**config.mk**
```make
export PLATFORM = sky130hd
export DESIGN_NAME = bin_to_bcd_stream
export DESIGN_NICKNAME = d
export VERILOG_FILES = /design/src/rtl/bin_to_bcd_stream.sv
export SDC_FILE = /design/constraint.sdc
export NUM_CORES = 1
export LEC_CHECK = 0
export ABC_AREA = 1
export BUFFER_PORTS_ARGS = -buffer_cell sky130_fd_sc_hd__buf_2
export CORE_MARGIN = 2
export CORE_UTILIZATION = 45
export CTS_BUF_LIST = sky130_fd_sc_hd__clkbuf_8
export DETAILED_ROUTE_END_ITERATION = 16
export HOLD_SLACK_MARGIN = 0.15
export PLACE_DENSITY = 0.76
export REMOVE_ABC_BUFFERS = 1
export SYNTH_ARGS = -nofsm -noshare
export SYNTH_HDL_FRONTEND = slang
export SYNTH_SLANG_ARGS = --single-unit
```
**constraint.sdc**
```tcl
create_clock -name clk -period 2 [get_ports clk]
set_clock_uncertainty 0.15 [all_clocks]
set_input_delay 0.2 -clock clk [delete_from_list [all_inputs] [get_ports clk]]
set_output_delay 0.2 -clock clk [all_outputs]
set_load 0.005 [all_outputs]
```
**src/rtl/bin_to_bcd_stream.sv**
```systemverilog
// bin_to_bcd_stream
// -----------------------------------------------------------------------------
// Sequential binary to packed-BCD converter (shift-add-3 / double dabble).
// Each CONVERT cycle applies the add-3 correction to every digit in parallel and
// shifts one operand bit into the accumulator, so a conversion takes NUM_BITS
// cycles. Ready/valid handshakes on both sides; the result is held stable until
// the downstream consumer takes it. The sign and the number of significant
// digits are reported so a display driver can blank leading zeros.
//
// Ports:
//   clk            in   clock, rising edge
//   rst_n          in   asynchronous active-low reset
//   bin_in         in   NUM_BITS binary operand
//   bin_in_valid   in   operand valid
//   bin_in_ready   out  block can accept an operand (IDLE, or HOLD with the
//                       result being consumed this cycle)
//   bcd_out        out  4*NUM_DIGITS packed BCD, units digit in [3:0]
//   bcd_out_neg    out  result is negative (always 0 when SIGNED=0)
//   bcd_out_digits out  number of significant digits, 1..NUM_DIGITS
//   bcd_out_valid  out  result valid
//   bcd_out_ready  in   downstream accepts the result
// -----------------------------------------------------------------------------
module bin_to_bcd_stream #(
    parameter int NUM_BITS   = 14,
    parameter int NUM_DIGITS = 5,
    parameter int SIGNED     = 0
) (
    input  logic                                clk,
    input  logic                                rst_n,
    input  logic [NUM_BITS-1:0]                 bin_in,
    input  logic                                bin_in_valid,
    output logic                                bin_in_ready,
    output logic [4*NUM_DIGITS-1:0]             bcd_out,
    output logic                                bcd_out_neg,
    output logic [$clog2(NUM_DIGITS+1)-1:0]     bcd_out_digits,
    output logic                                bcd_out_valid,
    input  logic                                bcd_out_ready
);

    localparam int BCD_W = 4 * NUM_DIGITS;
    localparam int DIG_W = $clog2(NUM_DIGITS + 1);
    localparam int CNT_W = $clog2(NUM_BITS + 1);

    function automatic logic [63:0] pow10(input int n);
        logic [63:0] r;
        r = 64'd1;
        for (int i = 0; i < n; i++) begin
            r = r * 64'd10;
        end
        return r;
    endfunction

    // Largest magnitude that has to be representable in NUM_DIGITS digits.
    localparam logic [63:0] TEN_POW   = pow10(NUM_DIGITS);
    localparam logic [63:0] MAX_MAG   = (SIGNED != 0) ? (64'd1 << (NUM_BITS - 1))
                                                      : ((64'd1 << NUM_BITS) - 64'd1);

    generate
        if (NUM_BITS < 2 || NUM_BITS > 30) begin : g_bad_width
            $error("bin_to_bcd_stream: NUM_BITS=%0d outside 2..30", NUM_BITS);
        end
        if (TEN_POW <= MAX_MAG) begin : g_bad_digits
            $error("bin_to_bcd_stream: NUM_DIGITS=%0d too small for NUM_BITS=%0d SIGNED=%0d",
                   NUM_DIGITS, NUM_BITS, SIGNED);
        end
    endgenerate

    typedef enum logic [1:0] {
        IDLE    = 2'd0,
        CONVERT = 2'd1,
        HOLD    = 2'd2
    } state_t;

    state_t              state_reg;
    logic [NUM_BITS-1:0] mag_reg;
    logic                neg_reg;
    logic [BCD_W-1:0]    acc_reg;
    logic [CNT_W-1:0]    count_reg;

    logic [BCD_W-1:0]    acc_corr;
    logic [BCD_W-1:0]    acc_next;
    logic [DIG_W-1:0]    digits_next;
    logic                in_neg;
    logic [NUM_BITS-1:0] in_mag;
    logic                accept;
    logic                last_step;

    // Unary minus at NUM_BITS width: the most-negative input maps to
    // 2**(NUM_BITS-1), which is correct when read as unsigned.
    assign in_neg = (SIGNED != 0) && bin_in[NUM_BITS-1];
    assign in_mag = in_neg ? -bin_in : bin_in;

    assign bin_in_ready = (state_reg == IDLE) || ((state_reg == HOLD) && bcd_out_ready);
    assign accept       = bin_in_valid && bin_in_ready;
    assign last_step    = (count_reg == CNT_W'(NUM_BITS - 1));

    // Add-3 correction on every digit in parallel, ahead of the shift.
    generate
        for (genvar gi = 0; gi < NUM_DIGITS; gi++) begin : g_digit
            assign acc_corr[4*gi +: 4] = (acc_reg[4*gi +: 4] > 4'd4) ? acc_reg[4*gi +: 4] + 4'd3
                                                                      : acc_reg[4*gi +: 4];
        end
    endgenerate

    assign acc_next = {acc_corr[BCD_W-2:0], mag_reg[NUM_BITS-1]};

    // Highest nonzero digit wins; a zero result still reports one digit.
    always_comb begin
        digits_next = DIG_W'(1);
        for (int i = 0; i < NUM_DIGITS; i++) begin
            if (acc_next[4*i +: 4] != 4'd0) begin
                digits_next = DIG_W'(i + 1);
            end
        end
    end

    always_ff @(posedge clk or negedge rst_n) begin
        if (!rst_n) begin
            state_reg      <= IDLE;
            mag_reg        <= '0;
            neg_reg        <= 1'b0;
            acc_reg        <= '0;
            count_reg      <= '0;
            bcd_out        <= '0;
            bcd_out_neg    <= 1'b0;
            bcd_out_digits <= '0;
            bcd_out_valid  <= 1'b0;
        end else begin
            case (state_reg)
                IDLE: begin
                    // Operand load is handled by the accept block below.
                end
                CONVERT: begin
                    acc_reg   <= acc_next;
                    mag_reg   <= mag_reg << 1;
                    count_reg <= count_reg + CNT_W'(1);
                    if (last_step) begin
                        state_reg      <= HOLD;
                        bcd_out        <= acc_next;
                        bcd_out_neg    <= neg_reg;
                        bcd_out_digits <= digits_next;
                        bcd_out_valid  <= 1'b1;
                    end
                end
                HOLD: begin
                    if (bcd_out_ready) begin
                        bcd_out_valid <= 1'b0;
                        if (!bin_in_valid) begin
                            state_reg <= IDLE;
                        end
                    end
                end
                default: begin
                    state_reg <= IDLE;
                end
            endcase

            // Accept from IDLE, or from HOLD on the same edge as the result
            // handshake; placed last so it overrides the state updates above.
            if (accept) begin
                mag_reg   <= in_mag;
                neg_reg   <= in_neg;
                acc_reg   <= '0;
                count_reg <= '0;
                state_reg <= CONVERT;
            end
        end
    end

endmodule

```
==> metrics <==
worst path cell trace inv_1 -> ha_1 -> inv_1 -> nand2_1 -> nand2_1 -> nand2_1 -> nand2_1 -> nand2_1 -> nor2_2 -> nand3_1 -> nand3_1 -> nand2_1; DP Cell Count 467; Cell Pwr Density 1700 nW/um^2; Ys Warns 0; htree depth 3; row cnt 30; DRT Pass-1 Iters 4; fillers 593; critical path data arrival time 1.87 ns; final hold viol count 0; hold_ws 0.247 ns; number of buffers on the longest clock path 2; antenna viol nets, final 0; boundary pin count 44; vias per cell 5.08; Die Y 86.5 um; via count 2541; drc violations 0; GP Congestion 0.863; Die Span X 86.5 um; Nets 444; layout cells sized above 1 0.198; Die Area 7480 sq um; Final Max Tran Viols 0; worst path bufs/invs 2; initial antenna violation count 0; CP max-delay cell dfrtp_1; TritonCTS clock tree yes; Seq/Total Area, Yosys 0.523; Clk Tree Root Cell clkbuf_8; status completed; cell count after synthesis 351; Starting DRT DRC Count 135; clk slew on worst S/H paths 0.07 ns; Worst Setup Path Type reg -> reg; Hold WC Path Type in -> async; vias in the first global route 2630; Clock Latency Late Sink 0.34 ns; largest net degree at the start of global routing 65; setup violators final 0; Initial Util 0.458; Avg Synthesized Cell Area 8.72 sq um; # clock sinks 64; n_diodes 0; detailed-route wire length per cell 12.8 um; core area 6680 sq um; critical path peak fanout 6; VDD IR max 0.000754 V; slowest cell delay on critical path 0.35 ns; CP startpoint kind flop; total routed wirelength 6380 um; Seq cells post-synth 64; Cell Area, Synth 3060 sq um; synthesis-to-finish area growth 23.9%; cell mode on critical path nand2_1; CP endpoint kind flop; Finished Layout Cells 500; Max-Cap Viols 0; first-pass GRT wire length 11300 um; Leakage 1.95 nW; half-perimeter wire length after detailed placement 4310 um; Tot GR Track Use 0.194; Max Clock Freq 0.563 GHz; I/O Buffers 42; WP data required 2.09 ns; critical path's top delay family simple AND/OR/NAND/NOR gates; CTS buffer count 9; Tcrit/Tclk final 0.888; post-layout min period 1.78 ns; synth unique cells 26; Core Util, Final 0.568; gr ovfl total 0
==> worst reg2reg max path, stage by stage (launching register included) <==
cell and delay, ns:
dfrtp_1 0.35, inv_1 0.10, ha_1 0.21, inv_1 0.07
nand2_1 0.09, nand2_1 0.12, nand2_1 0.07, nand2_1 0.10
nand2_1 0.09, nor2_2 0.13, nand3_1 0.09, nand3_1 0.08
nand2_1 0.05
==> per-layer routing <==
layer,GRT usage,wire [um],share of wire
met4,0.0781,110,0.017
met1,0.238,2880,0.45
met5,0,0,0
met2,0.326,3130,0.49
met3,0.0505,258,0.040
==> area by class of cell <==
class                           count  area [sq um]  share of cell area
Clock inverter                      5          78.8              0.0208
Timing Repair Buffer               65           463               0.122
Tap cell                           80           100              0.0264
Clock buffer                       11           151              0.0399
Multi-Input combinational cell    222          1200               0.317
Inverter                           53           199              0.0524
Sequential cell                    64          1600               0.422
==> what timing repair did <==
item,4_1_cts,5_1_grt
setup endpoints to repair,0,2
hold buffers,17,0
setup buffers,0,0
gates resized for setup,0,4
hold endpoints to repair,82,0
==> power by group <==
part | switching (W) | leakage [nW] | total (W) | internal (W)
Combinational | 0.00184 | 1.03 | 0.00297 | 0.00114
Clock | 0.000517 | 0.119 | 0.00129 | 0.000768
Sequential | 0.000308 | 0.798 | 0.00219 | 0.00188
==> logic make-up after synthesis <==
group / after synthesis / share of synthesized area
AND/OR/NAND/NOR: 138 / 0.189
AO/OA/AOI/OAI: 69 / 0.147
buffers and inverters: 65 / 0.0866
flip-flops: 64 / 0.523
adder cells (fa/ha/maj): 11 / 0.0450
XOR/XNOR: 3 / 0.00858
other: 1 / 0.00122
==> final timing paths <==
path | start | endpoint | slack (ns) | cells after the start
min in group clk | bcd_out[5]$_DFFE_PN0P_ | bcd_out[5]$_DFFE_PN0P_ | 0.33 | 2
worst min register to register | bcd_out[5]$_DFFE_PN0P_ | bcd_out[5]$_DFFE_PN0P_ | 0.33 | 2
worst max register to register | acc_reg[8]$_DFFE_PN0P_ | bcd_out_digits[1]$_DFFE_PN0P_ | 0.22 | 12
worst min-delay path | rst_n | mag_reg[1]$_DFFE_PN0P_ | 0.25 | 3
worst max-delay path | acc_reg[8]$_DFFE_PN0P_ | bcd_out_digits[1]$_DFFE_PN0P_ | 0.22 | 12
max in group asynchronous | rst_n | bcd_out[7]$_DFFE_PN0P_ | 1.18 | 3
==> metrics by stage <==
stage                     setup WS [ns]  total power [W]  setup TNS (ns)  area, sq um
after detailed placement          0.200          0.00514               0         3390
after global routing           -0.00181          0.00707        -0.00181         3790
after CTS                         0.159          0.00647               0         3790
after global placement            0.220          0.00501               0         3390
after floorplan                   0.212          0.00423               0         3000
final                             0.223          0.00645               0         3790
==> Yosys cell counts (all sizes together) <==
| library cell | instances | area share |
|---|---|---|
| xor2 | 2 | 0.0057 |
| o221ai | 13 | 0.037 |
| clkbuf | 5 | 0.0061 |
| dfrtp | 64 | 0.52 |
| nand3b | 1 | 0.0025 |
| nand3 | 17 | 0.029 |
| a21oi | 6 | 0.0098 |
| o22ai | 19 | 0.039 |
| buf | 7 | 0.016 |
| nand2 | 102 | 0.13 |
| ha | 11 | 0.045 |
| conb | 1 | 0.0012 |
| inv | 53 | 0.065 |
| nor2 | 18 | 0.030 |
| xnor2 | 1 | 0.0029 |
| o21ai | 29 | 0.056 |
| o211ai | 2 | 0.0049 |
==> placed cells by master, fill, tap and decap left out, drive strengths merged, types with 13 or more instances in the layout <==
cell | netlist | final
nor2 | 18 | 18
o221ai | 13 | 13
o21ai | 29 | 29
dfrtp | 64 | 64
o22ai | 19 | 19
nand2 | 102 | 102
dlygate4sd3 | 0 | 17
inv | 53 | 53
nand3 | 17 | 17
buf | 7 | 48
No activity file was read; power rests on OpenSTA's default activity.
